`src/rtl/ctrl_bht_predictor_pkg.sv`:
```
// Shared definitions for the branch predictor: condition bit positions,
// counter initial value and the saturating step used by every counter.
package ctrl_pkg;

    localparam int COND_GT     = 0;
    localparam int COND_LT     = 1;
    localparam int COND_EQ     = 2;
    localparam int COND_CARRY  = 3;
    localparam int COND_UNCOND = 4;
    localparam int COND_W      = 5;
    localparam int FLAG_W      = 4;

    // Weakly-not-taken: just below the taken threshold (01 for a 2-bit counter).
    function automatic logic [31:0] ctr_init(input int unsigned w);
        return (32'd1 << (w - 32'd1)) - 32'd1;
    endfunction

    function automatic logic [31:0] sat_step(input logic [31:0] val,
                                             input logic        inc,
                                             input logic [31:0] max_val);
        logic [31:0] res;
        res = val;
        if (inc) begin
            if (val >= max_val) res = val;
            else                res = val + 32'd1;
        end else begin
            if (val == 32'd0)   res = val;
            else                res = val - 32'd1;
        end
        return res;
    endfunction

endpackage

```
`src/rtl/ctrl_bht_predictor_sat_counter.sv`:
```
// Generic saturating up/down counter; used both for the history table
// entries and for the performance counters.
module ctrl_sat_counter
    import ctrl_pkg::*;
#(
    parameter int unsigned    W    = 2,
    parameter logic [W-1:0]   INIT = {W{1'b0}}
) (
    input  logic         clk,
    input  logic         rst_n,
    input  logic         en,
    input  logic         inc,
    output logic [W-1:0] value
);

    localparam logic [31:0] MAX_VAL = (W >= 32) ? 32'hFFFF_FFFF
                                                : ((32'd1 << W) - 32'd1);

    logic [W-1:0] value_r;
    logic [W-1:0] next_s;

    // Next value, clamped at both ends.
    always_comb begin
        next_s = W'(sat_step(32'(value_r), inc, MAX_VAL));
    end

    // Counter state.
    always_ff @(posedge clk or negedge rst_n) begin
        if (!rst_n) begin
            value_r <= INIT;
        end else if (en) begin
            value_r <= next_s;
        end else begin
            value_r <= value_r;
        end
    end

    assign value = value_r;

endmodule

```
`src/rtl/ctrl_bht_predictor.sv`:
```
// Dynamic branch predictor: predicts jumps in IF/ID from a table of saturating
// counters, resolves them in EX against the flags, and trains the table.
module ctrl_bht_predictor
    import ctrl_pkg::*;
#(
    parameter int unsigned PC_W   = 8,
    parameter int unsigned IDX_W  = 4,
    parameter int unsigned CTR_W  = 2,
    parameter int unsigned PERF_W = 16
) (
    input  logic              clk,
    input  logic              rst_n,
    input  logic [PC_W-1:0]   pc_IFID,
    input  logic [COND_W-1:0] conds_IFID,
    input  logic              stall,
    input  logic              invalidate_instr,
    input  logic [FLAG_W-1:0] flags_EX,
    output logic              branch_taken,
    output logic              mispredict,
    output logic              redirect_taken,
    output logic [PC_W-1:0]   redirect_pc,
    output logic [PERF_W-1:0] perf_jumps,
    output logic [PERF_W-1:0] perf_mispred
);

    localparam int unsigned      ENTRIES  = 1 << IDX_W;
    localparam logic [CTR_W-1:0] CTR_INIT = CTR_W'(ctr_init(CTR_W));

    logic [CTR_W-1:0]  ctr_s [ENTRIES];
    logic [IDX_W-1:0]  look_idx_s;
    logic              is_jump_s;
    logic              pred_s;
    logic              actual_s;
    logic              mispred_s;
    logic              consume_s;
    logic              train_s;

    logic              trk_valid_r;
    logic [IDX_W-1:0]  trk_idx_r;
    logic [PC_W-1:0]   trk_pc_r;
    logic [COND_W-1:0] trk_conds_r;
    logic              trk_pred_r;

    assign look_idx_s = pc_IFID[IDX_W-1:0];

    // Lookup: reads the counter as it stands this cycle, so a same-cycle
    // training write is not yet visible.
    always_comb begin
        is_jump_s = (|conds_IFID) && !invalidate_instr;
        if (!is_jump_s) begin
            pred_s = 1'b0;
        end else if (conds_IFID[COND_UNCOND]) begin
            pred_s = 1'b1;
        end else begin
            pred_s = ctr_s[look_idx_s][CTR_W-1];
        end
    end

    // Resolution of the tracked jump; flag bits line up with condition bits.
    always_comb begin
        actual_s  = (|(trk_conds_r[COND_CARRY:COND_GT] & flags_EX))
                    | trk_conds_r[COND_UNCOND];
        mispred_s = trk_valid_r && (actual_s != trk_pred_r);
        consume_s = trk_valid_r && !stall;
        train_s   = consume_s && !trk_conds_r[COND_UNCOND]
                    && (|trk_conds_r[COND_CARRY:COND_GT]);
    end

    // IF/ID -> EX tracking; a mispredict kills whatever IF/ID holds.
    always_ff @(posedge clk or negedge rst_n) begin
        if (!rst_n) begin
            trk_valid_r <= 1'b0;
            trk_idx_r   <= {IDX_W{1'b0}};
            trk_pc_r    <= {PC_W{1'b0}};
            trk_conds_r <= {COND_W{1'b0}};
            trk_pred_r  <= 1'b0;
        end else if (stall) begin
            trk_valid_r <= trk_valid_r;
            trk_idx_r   <= trk_idx_r;
            trk_pc_r    <= trk_pc_r;
            trk_conds_r <= trk_conds_r;
            trk_pred_r  <= trk_pred_r;
        end else begin
            trk_valid_r <= is_jump_s && !mispred_s;
            trk_idx_r   <= look_idx_s;
            trk_pc_r    <= pc_IFID;
            trk_conds_r <= conds_IFID;
            trk_pred_r  <= pred_s;
        end
    end

    for (genvar i = 0; i < ENTRIES; i++) begin : g_tbl
        ctrl_sat_counter #(.W(CTR_W), .INIT(CTR_INIT)) u_ctr (
            .clk   (clk),
            .rst_n (rst_n),
            .en    (train_s && (trk_idx_r == IDX_W'(i))),
            .inc   (actual_s),
            .value (ctr_s[i])
        );
    end

    ctrl_sat_counter #(.W(PERF_W), .INIT({PERF_W{1'b0}})) u_perf_jumps (
        .clk   (clk),
        .rst_n (rst_n),
        .en    (consume_s),
        .inc   (1'b1),
        .value (perf_jumps)
    );

    ctrl_sat_counter #(.W(PERF_W), .INIT({PERF_W{1'b0}})) u_perf_mispred (
        .clk   (clk),
        .rst_n (rst_n),
        .en    (consume_s && mispred_s),
        .inc   (1'b1),
        .value (perf_mispred)
    );

    assign branch_taken   = pred_s;
    assign mispredict     = mispred_s;
    assign redirect_taken = trk_valid_r && actual_s;
    assign redirect_pc    = trk_valid_r ? trk_pc_r : {PC_W{1'b0}};

endmodule
```
`config.mk`:
```
export PLATFORM = sky130hd
export DESIGN_NAME = ctrl_bht_predictor
export DESIGN_NICKNAME = d
export VERILOG_FILES = /design/src/rtl/ctrl_bht_predictor_pkg.sv /design/src/rtl/ctrl_bht_predictor_sat_counter.sv /design/src/rtl/ctrl_bht_predictor.sv
export SDC_FILE = /design/constraint.sdc
export NUM_CORES = 1
export LEC_CHECK = 0
export CORE_ASPECT_RATIO = 1.5
export CORE_MARGIN = 2
export CORE_UTILIZATION = 52
export CTS_CLUSTER_DIAMETER = 40
export DETAILED_ROUTE_END_ITERATION = 12
export PLACE_DENSITY_LB_ADDON = 0.2
export SYNTH_ARGS = -nofsm -noshare
export SYNTH_HDL_FRONTEND = slang
export SYNTH_SLANG_ARGS = --single-unit
```
`constraint.sdc`:
```
create_clock -name clk -period 3.5 [get_ports clk]
set_clock_uncertainty 0.15 [all_clocks]
set_input_delay 1.05 -clock clk [delete_from_list [all_inputs] [get_ports clk]]
set_output_delay 1.05 -clock clk [all_outputs]
set_load 0.02 [all_outputs]
```
==> out/qor.txt <==
Status: finished, violations left
Failing checks: setup timing
Final std cells w/o fill: 595
Clock buffer depth: 2
Vias in the first global route: 3407
Max Fclk: 0.261 GHz
Final Max Tran Viols: 0
Final ANT Viol Nets: 0
Internal Power: 1.95 mW
Via count: 3424
CP Depth: 7
Starting Density: 0.528
Biggest area consumer among synthesized cells: dfrtp_1
Htree depth: 3
Ys Warns: 0
Crit path DAT: 2630 ps
FILL cells: 657
Overflow left after global routing: 0
WHS Path Cells: 2
Clock latency on the worst-skew pair: 340 ps
DRT Pass-1 Iters: 4
Clock power frac: 0.382
Post-synthesis cell count: 419
R2R depth: 5
EDFF count, synth: 0
Final Hold Viols: 0
Tot GR Track Use: 0.239
Setup slack after layout: -327 ps
GP Congestion: 0.822
P_leak: 2.20 nW
Share of layout cells above drive strength 1: 0.165
Comb power frac: 0.197
I/O Pins: 64
Die Ht: 114 um
Avg WL per Cell: 16.6 um
Post-Syn Area: 4180 um2
CTS root buf: clkbuf_16
#FFs+latches synth: 79
Pwr/cell area: 508 nW/um2
CTS sink cnt: 79
# rows: 40
Seq/Total Area, Yosys: 0.478
CP cell instances: buf_8 -> buf_16 -> mux2i_1 -> mux4_2 -> and3b_2 -> a2111oi_4 -> buf_4
Via-to-Cell Ratio: 5.75
Largest net degree at the start of global routing: 80
Die area: 8780 um2
Worst path slowest cell: mux4_2
Iteration-0 DRC Markers: 189
WP data required: 2300 ps
Number of diodes: 0
Max FO, Critical Path: 4
Synth cell types: 44
Commonest cells in the synthesized netlist: dfrtp_1 (63), o21ai_0 (36), a21oi_1 (33)
Critical path class: primary input to primary output
TritonCTS clock tree: built
Detailed Place HPWL: 6790 um
Seq pwr share: 0.421
Worst-Margin Slew: 1000 ps
Post-synth top area share: 0.377
Initial antenna violation count: 0
Final instance area: 5330 um2
Ranking of synthesized cells by area: dfrtp_1 (38%), dfstp_2 (10%), mux2i_1 (5.0%), xnor2_1 (4.6%), mux2_2 (4.6%)
Core area: 7910 um2
Final Critical Period: 3830 ps
IO Port Bufs: 63
DRC: 0
Post-synth ARST share: 1.00
Area Growth Syn to Fin: 27.6%
Critical path launch point type: primary input
Worst path bufs/invs: 3
HP Class: register to register
RSZ-0062 raised after global routing: true
Total routed wirelength: 9860 um
Switching share of power: 0.281
Clock transition at path regs: 60 ps
Max cap viols: 0
Max-slew headroom: 0.331
Final Cycle Share: 1.09
Final #Nets: 508
CP top delay family: multiplexers
CP peak stage delay: 520 ps
Syn nets: 442
Chip width: 77.2 um
Placed cells: 576
Final setup fails: 1
Placed inst area: 4920 um2
CP Capture Type: primary output
First-pass GRT wire length: 16500 um
Most common cell in the netlist: dfrtp_1
Peak supply drop: 0.355 mV
Prevailing post-synth register cell: dfrtp_1
Mean Syn Cell Area: 9.97 um2
CTS Buf Count: 9
Sw power: 0.760 mW
## through the flow
stage                     power (mW)   util  setup TNS, ps  hold slack [ps]  worst slack (ps)
after floorplan                 1.43      -          -13.0              321             -13.0
after global placement          1.65  0.622          -1850              332             -1120
after detailed placement        1.68  0.622          -1960              340             -1150
after CTS                       2.73  0.673           -314              349              -314
after global routing            2.83  0.675           -365              370              -365
final                           2.71  0.675           -327              346              -327
## worst min-delay path: stages (launching register included)
cell and delay, ps:
dfstp_2 360, inv_1 60, mux2i_1 70
## layer usage
layer,share of wire,wire length (um),track usage,up-vias
li1,-,-,-,1625
met1,0.40,3910,0.279,1697
met2,0.55,5410,0.426,85
met3,0.031,310,0.0467,17
met4,0.024,234,0.101,0
met5,0,0,0,-
## cell usage in the layout, fill, tap and decap left out, types with 4 or more instances in the layout
master and n:
nor2_1 24, nand4_1 19, o21ai_1 7, buf_4 12
mux2i_1 21, nand2b_1 6, inv_1 18, clkbuf_16 9
and3_1 10, mux2_2 17, nor2b_1 5, and2_1 11
nand2_1 18, or3_1 7, dfstp_2 16, o21ai_0 36
nor3_1 8, nor4_1 4, clkdlybuf4s50_1 54, nand3_1 22
xor2_1 5, a21oi_1 32, xnor2_1 22, dfrtp_1 63
## flip-flops by register name (all words and copies together), names as in the netlist
signal and count:
trk_valid_r 1, trk_idx_r 3, trk_conds_r 5, u_perf_jumps.value 16, u_perf_mispred.value 16, trk_pc_r 5
g_tbl.u_ctr.value 32, trk_pred_r 1
## power by group through the flow
stage / logic (mW) / registers, mW / clock network [mW]
after floorplan: 0.258 / 1.17 / 0
after global placement: 0.507 / 1.15 / 0
after detailed placement: 0.524 / 1.15 / 0
after CTS: 0.540 / 1.14 / 1.05
after global routing: 0.583 / 1.16 / 1.09
final: 0.535 / 1.14 / 1.03
## kinds of logic after synthesis
family	after synthesis	synth area share
adder cells (fa/ha/maj)	2	0.00599
flip-flops	79	0.478
XOR/XNOR	27	0.0566
AO/OA/AOI/OAI	87	0.115
buffers and inverters	38	0.0461
AND/OR/NAND/NOR	145	0.189
multiplexers	41	0.110
## layout make-up
cell class              count  area [um2]  area share
multi-input cells         302        2040       0.382
flip-flops and latches     79        2000       0.374
repair buffers             75         767       0.144
clock buffers              12         256      0.0481
well taps                 105         131      0.0246
clock inverters             4        76.3      0.0143
inverters                  18        67.6      0.0127
## final timing paths
path	startpoint	endpoint	slack, ps
worst max register to register	trk_valid_r	g_tbl[11].u_ctr.value[1]	970
worst max-delay path	pc_IFID[3]	branch_taken	-330
max in group asynchronous	rst_n	u_perf_mispred.value[13]	1820
worst min-delay path	g_tbl[0].u_ctr.value[0]	g_tbl[0].u_ctr.value[0]	350
min in group asynchronous	rst_n	u_perf_jumps.value[0]	730
worst min register to register	g_tbl[0].u_ctr.value[0]	g_tbl[0].u_ctr.value[0]	350
## repair_timing
item                       in CTS  in global routing
pin swaps                       5                  2
setup buffers                   2                  0
hold buffers                    0                  0
setup endpoints to repair       3                  3
cloned                          1                  0
gates resized for setup        29                  4
Power figures use the tool's default switching activity.
==> RTL edit 1: new RTL, same settings <==
Reset style: synchronous (`rst_n`), changed in 2 clocked blocks.
--- a/src/rtl/ctrl_bht_predictor_sat_counter.sv
+++ b/src/rtl/ctrl_bht_predictor_sat_counter.sv
@@ -25,7 +25,7 @@
     end
 
     // Counter state.
-    always_ff @(posedge clk or negedge rst_n) begin
+    always_ff @(posedge clk) begin
         if (!rst_n) begin
             value_r <= INIT;
         end else if (en) begin
--- a/src/rtl/ctrl_bht_predictor.sv
+++ b/src/rtl/ctrl_bht_predictor.sv
@@ -67,7 +67,7 @@
     end
 
     // IF/ID -> EX tracking; a mispredict kills whatever IF/ID holds.
-    always_ff @(posedge clk or negedge rst_n) begin
+    always_ff @(posedge clk) begin
         if (!rst_n) begin
             trk_valid_r <= 1'b0;
             trk_idx_r   <= {IDX_W{1'b0}};
Behaviour: differs if rst_n is asserted again (counterexample within 4 cycles, from zero or initial values and one cycle with rst_n low); with rst_n held inactive, the same outputs for 4 cycles.
==> RTL edit 1 against the unedited design <==
  * Synthesized area is 4.6% lower
  * Synthesized cell count is 15% higher
  * Register-to-register slack better by 0.02 ns
  * Utilization is 1.9 points higher
  * Worst setup slack better by 0.33 ns
  * Via count is 13% higher
  * Sequential cell count stayed put
  * Sequential share of layout area is 7.1 points lower
  * Wire length is 4.9% higher
  * Global-route usage is 1.6 points higher
  * Design area is 2.3% lower
  * Fmax is 9.4% higher
  * Critical path type unchanged
  * Critical endpoint unchanged
  * Highest routed layer unchanged
Power is not compared: it rests on default switching activity, and its combinational part moved more than twofold at a synthesized area within 25%.
==> RTL edit 1: results (changes against the unedited design) <==
| Metric | Value |
|---|---|
| Status | `finished, final reports clean` |
| Worst stage delay on the critical path | `0.49 ns (-0.03 ns)` |
| Top cells by count, synth | `dfxtp_1 (79), nor2_1 (62), nand2_1 (37), a21oi_1 (26), mux2i_1 (23)` |
| Vias in the first global route | `3,682 (+8.1%)` |
| WHS Endpoint | `g_tbl[7].u_ctr.value[1]` |
| First-pass GRT wire length | `16,840 µm (+2.0%)` |
| CP arrival | `2.30 ns (-0.33 ns)` |
| Largest net degree at the start of global routing | `44 (-45%)` |
| Hold_sp | `g_tbl[7].u_ctr.value[0]` |
| NumNets Final | `573 (+13%)` |
| Via count | `3,874 (+13%)` |
| I/O Buffers | `63 (unchanged)` |
| Synthesized Nets | `503 (+14%)` |
| Dpl ws | `-1.007 ns (+0.1414 ns)` |
| Worst-Skew Late Latency | `0.34 ns (about the same)` |
| RR Endpoint | `u_perf_mispred.value[5]` |
| Post-CTS resize count | `46 (+59%)` |
| Initial DRC Count | `281 (+49%)` |
| Total track usage | `25.52% (+1.6 points)` |
| Synthesis warning total | `0 (unchanged)` |
| Period minus WS final | `3.499 ns (-0.3279 ns)` |
| Post CTS Setup Buffer Count | `2 (unchanged)` |
| Placement Cell Area | `4795 µm² (-2.6%)` |
| Worst Setup SP | `pc_IFID[1]` |
| Layout cells sized above 1 | `10.99% (-5.5 points)` |
| DR WL/cell | `15.75 µm (-5.0%)` |
| Wirelength, routed | `10,350 µm (+4.9%)` |
| H-tree Lvls | `3 (unchanged)` |
| Syn avg cell area | `8.310 µm² (-17%)` |
| R2R Path Start | `trk_conds_r[0]` |
| HPWL after DPL | `7005 µm (+3.2%)` |
| FF-to-FF setup slack | `0.99 ns (+0.02 ns)` |
| Hold slack | `0.3451 ns (-0.0007090 ns)` |
| Sequential fraction of the synthesis area | `39.65% (-8.1 points)` |
| Final RePlAce weighted congestion | `0.8508 (+3.5%)` |
| Measured slew at the worst slew-check pin | `0.5292 ns (-0.4746 ns)` |
| Final setup violating endpoints | `0 (-1)` |
| P_leak | `1.994 nW` |
| Clock root cell | `clkbuf_16` |
| Fraction of registers with async set/reset | `0% (-100 points)` |
| Worst r2r path cells | `9 (+4)` |
| Largest fanout on the critical path | `7 (+3)` |
| Post-Place Cells | `638 (+11%)` |
| Synth area leaders | `dfxtp_1 (40%), nor2_1 (5.8%), mux2i_1 (5.8%)` |
| Yosys cell types | `51 (+16%)` |
-- RTL edit 1: worst min-delay path, cell delays in order (launching register included) --
cell and delay (ns):
dfxtp_1 0.32, o21ai_0 0.07, a21oi_1 0.06
-- RTL edit 1: layer usage --
metal	global-route usage [%]	wire [µm]
met5	0	0
met3	6.182	454
met2	43.88	5428
met4	10.53	231
met1	29.01	4231
-- RTL edit 1: area by class of cell --
type,instances,area (µm²)
multi-input combinational,364,2345
fill,631,2305
sequential,79,1582
timing repair buffer,88,812.0
clock buffer,10,229.0
tap,102,127.6
clock inverter,6,85.08
inverter,8,30.03
-- RTL edit 1: kinds of logic after synthesis --
| group | after synthesis | synth area share (%) |
|---|---|---|
| and+or+nand+nor | 207 | 27.29 |
| buffers and inverters | 37 | 3.702 |
| muxes | 27 | 7.465 |
| DFF | 79 | 39.65 |
| AOI/OAI and AO/OA | 113 | 17.97 |
| xor gates and xnor gates | 15 | 3.293 |
| adders and majority gates | 2 | 0.6273 |
==> RTL edit 2: new RTL, same flow settings <==
Made on the original files. Change the parameter `CTR_W` from 2 to 4.
--- a/src/rtl/ctrl_bht_predictor.sv
+++ b/src/rtl/ctrl_bht_predictor.sv
@@ -5,7 +5,7 @@
 #(
     parameter int unsigned PC_W   = 8,
     parameter int unsigned IDX_W  = 4,
-    parameter int unsigned CTR_W  = 2,
+    parameter int unsigned CTR_W  = 4,
     parameter int unsigned PERF_W = 16
 ) (
     input  logic              clk,
Function: same outputs for any inputs over 4 cycles, from zero or initial values and one cycle with rst_n low; that may be too few to reach the edited logic, so the function may still have changed.
==> RTL edit 2 against the unedited design <==
  * The flow still finishes with violations (negative setup slack)
  * Register-to-register slack lost 0.32 ns
  * Wire length grew 63%
  * First-iteration DRC count shrank 9.0%
  * Design area grew 63%
  * Total power grew 88%
  * Sequential cell count grew 32
  * Worst setup slack gained 0.18 ns
  * Die area grew 66%
  * Synthesized cell count grew 60%
  * Synthesized area grew 70%
  * Global-route usage shrank 0.80 points
  * Largest cell class unchanged
==> RTL edit 2: results (changes against the unedited design) <==
| Metric | Value |
|---|---|
| Nonclk buf count | `123 (+64%)` |
| Non-clk buf share | `13.09% (-1.3 points)` |
| M1 WL | `6483 µm (+66%)` |
| Vias in the first global route | `5,961 (+75%)` |
| M2 GR Usage | `42.09% (-0.46 points)` |
| Final RePlAce weighted congestion | `0.8602 (+4.6%)` |
| Clock-pin transition on the worst setup and hold timing paths | `0.08 ns (+0.02 ns)` |
| Dpl ws | `-1.015 ns (+0.1332 ns)` |
| Final setup TNS | `-0.1455 ns (+0.1816 ns)` |
| Seq/total area | `32.54% (-4.9 points)` |
| Max reg flops | `64 (+100%)` |
| Sequential power share | `40.7% (-1.4 points)` |
| Maximum vdd ir drop | `0.4342 mV (+22%)` |
| Violated checks | `negative setup slack` |
| Wirelength, routed | `16,060 µm (+63%)` |
| Clock buffer cells | `10 (-2)` |
| Top cells by count, synth | `dfrtp_1 (63), dfstp_2 (48), xnor2_1 (44), nor2_1 (43), inv_1 (37)` |
| Post-CTS resize count | `30 (+3.4%)` |
| Compound-Gate Fraction of Synth Area | `13.48% (+2.0 points)` |
| Layout cells sized above 1 | `22.93% (+6.4 points)` |
| Largest fanout on the critical path | `5 (+1)` |
| Die ar. | `14,610 µm² (+66%)` |
| Synth area leaders | `dfrtp_1 (22%), dfstp_2 (18%), ha_1 (6.0%)` |
| Placement Cell Area | `8363 µm² (+70%)` |
| CP arrival | `2.45 ns (-0.18 ns)` |
| Status | `complete, but fails checks` |
| NumNets Final | `851 (+68%)` |
| Setup ws final | `-0.1455 ns (+0.1816 ns)` |
| Fill count | `1,033 (+57%)` |
| Multiplexer share of the synthesized area | `9.102% (-1.9 points)` |
| Avg Vias per Cell | `5.901 (+2.5%)` |
| Met1 GRT Util | `27.15% (-0.78 points)` |
| Initial DRC Count | `172 (-9.0%)` |
| Total track usage | `23.08% (-0.80 points)` |
| Yosys cell types | `54 (+23%)` |
| First drt pass iteration count | `5 (+1)` |
| Pint | `3.238 mW (+66%)` |
| Final setup violating endpoints | `1 (unchanged)` |
| P_leak | `3.800 nW (+73%)` |
| Post-Synth XOR/XNOR Area | `7.532% (+1.9 points)` |
| Final cell count without fillers | `947 (+59%)` |
| Post-Place Cells | `928 (+61%)` |
-- RTL edit 2: changes by cell type in the layout (fill, tap and decap cells not counted), moves of 20 or more --
cell	change
ha_1	+27
dfstp_2	+32
buf_4	+45
a21o_1	+21
a21oi_1	-20
xnor2_1	+22
o21ai_0	-26
-- RTL edit 2: path summary, 6_finish.rpt --
path | from | endpoint | slack (ns) | cells after the start
worst max register to register | trk_conds_r[1] | g_tbl[9].u_ctr.value[3] | 0.65 | 12
worst min-delay path | u_perf_mispred.value[10] | u_perf_mispred.value[10] | 0.35 | 1
min in group asynchronous | rst_n | u_perf_jumps.value[3] | 0.55 | 1
worst min register to register | u_perf_mispred.value[10] | u_perf_mispred.value[10] | 0.35 | 1
max in group asynchronous | rst_n | g_tbl[5].u_ctr.value[1] | 1.81 | 2
worst max-delay path | pc_IFID[3] | branch_taken | -0.15 | 6
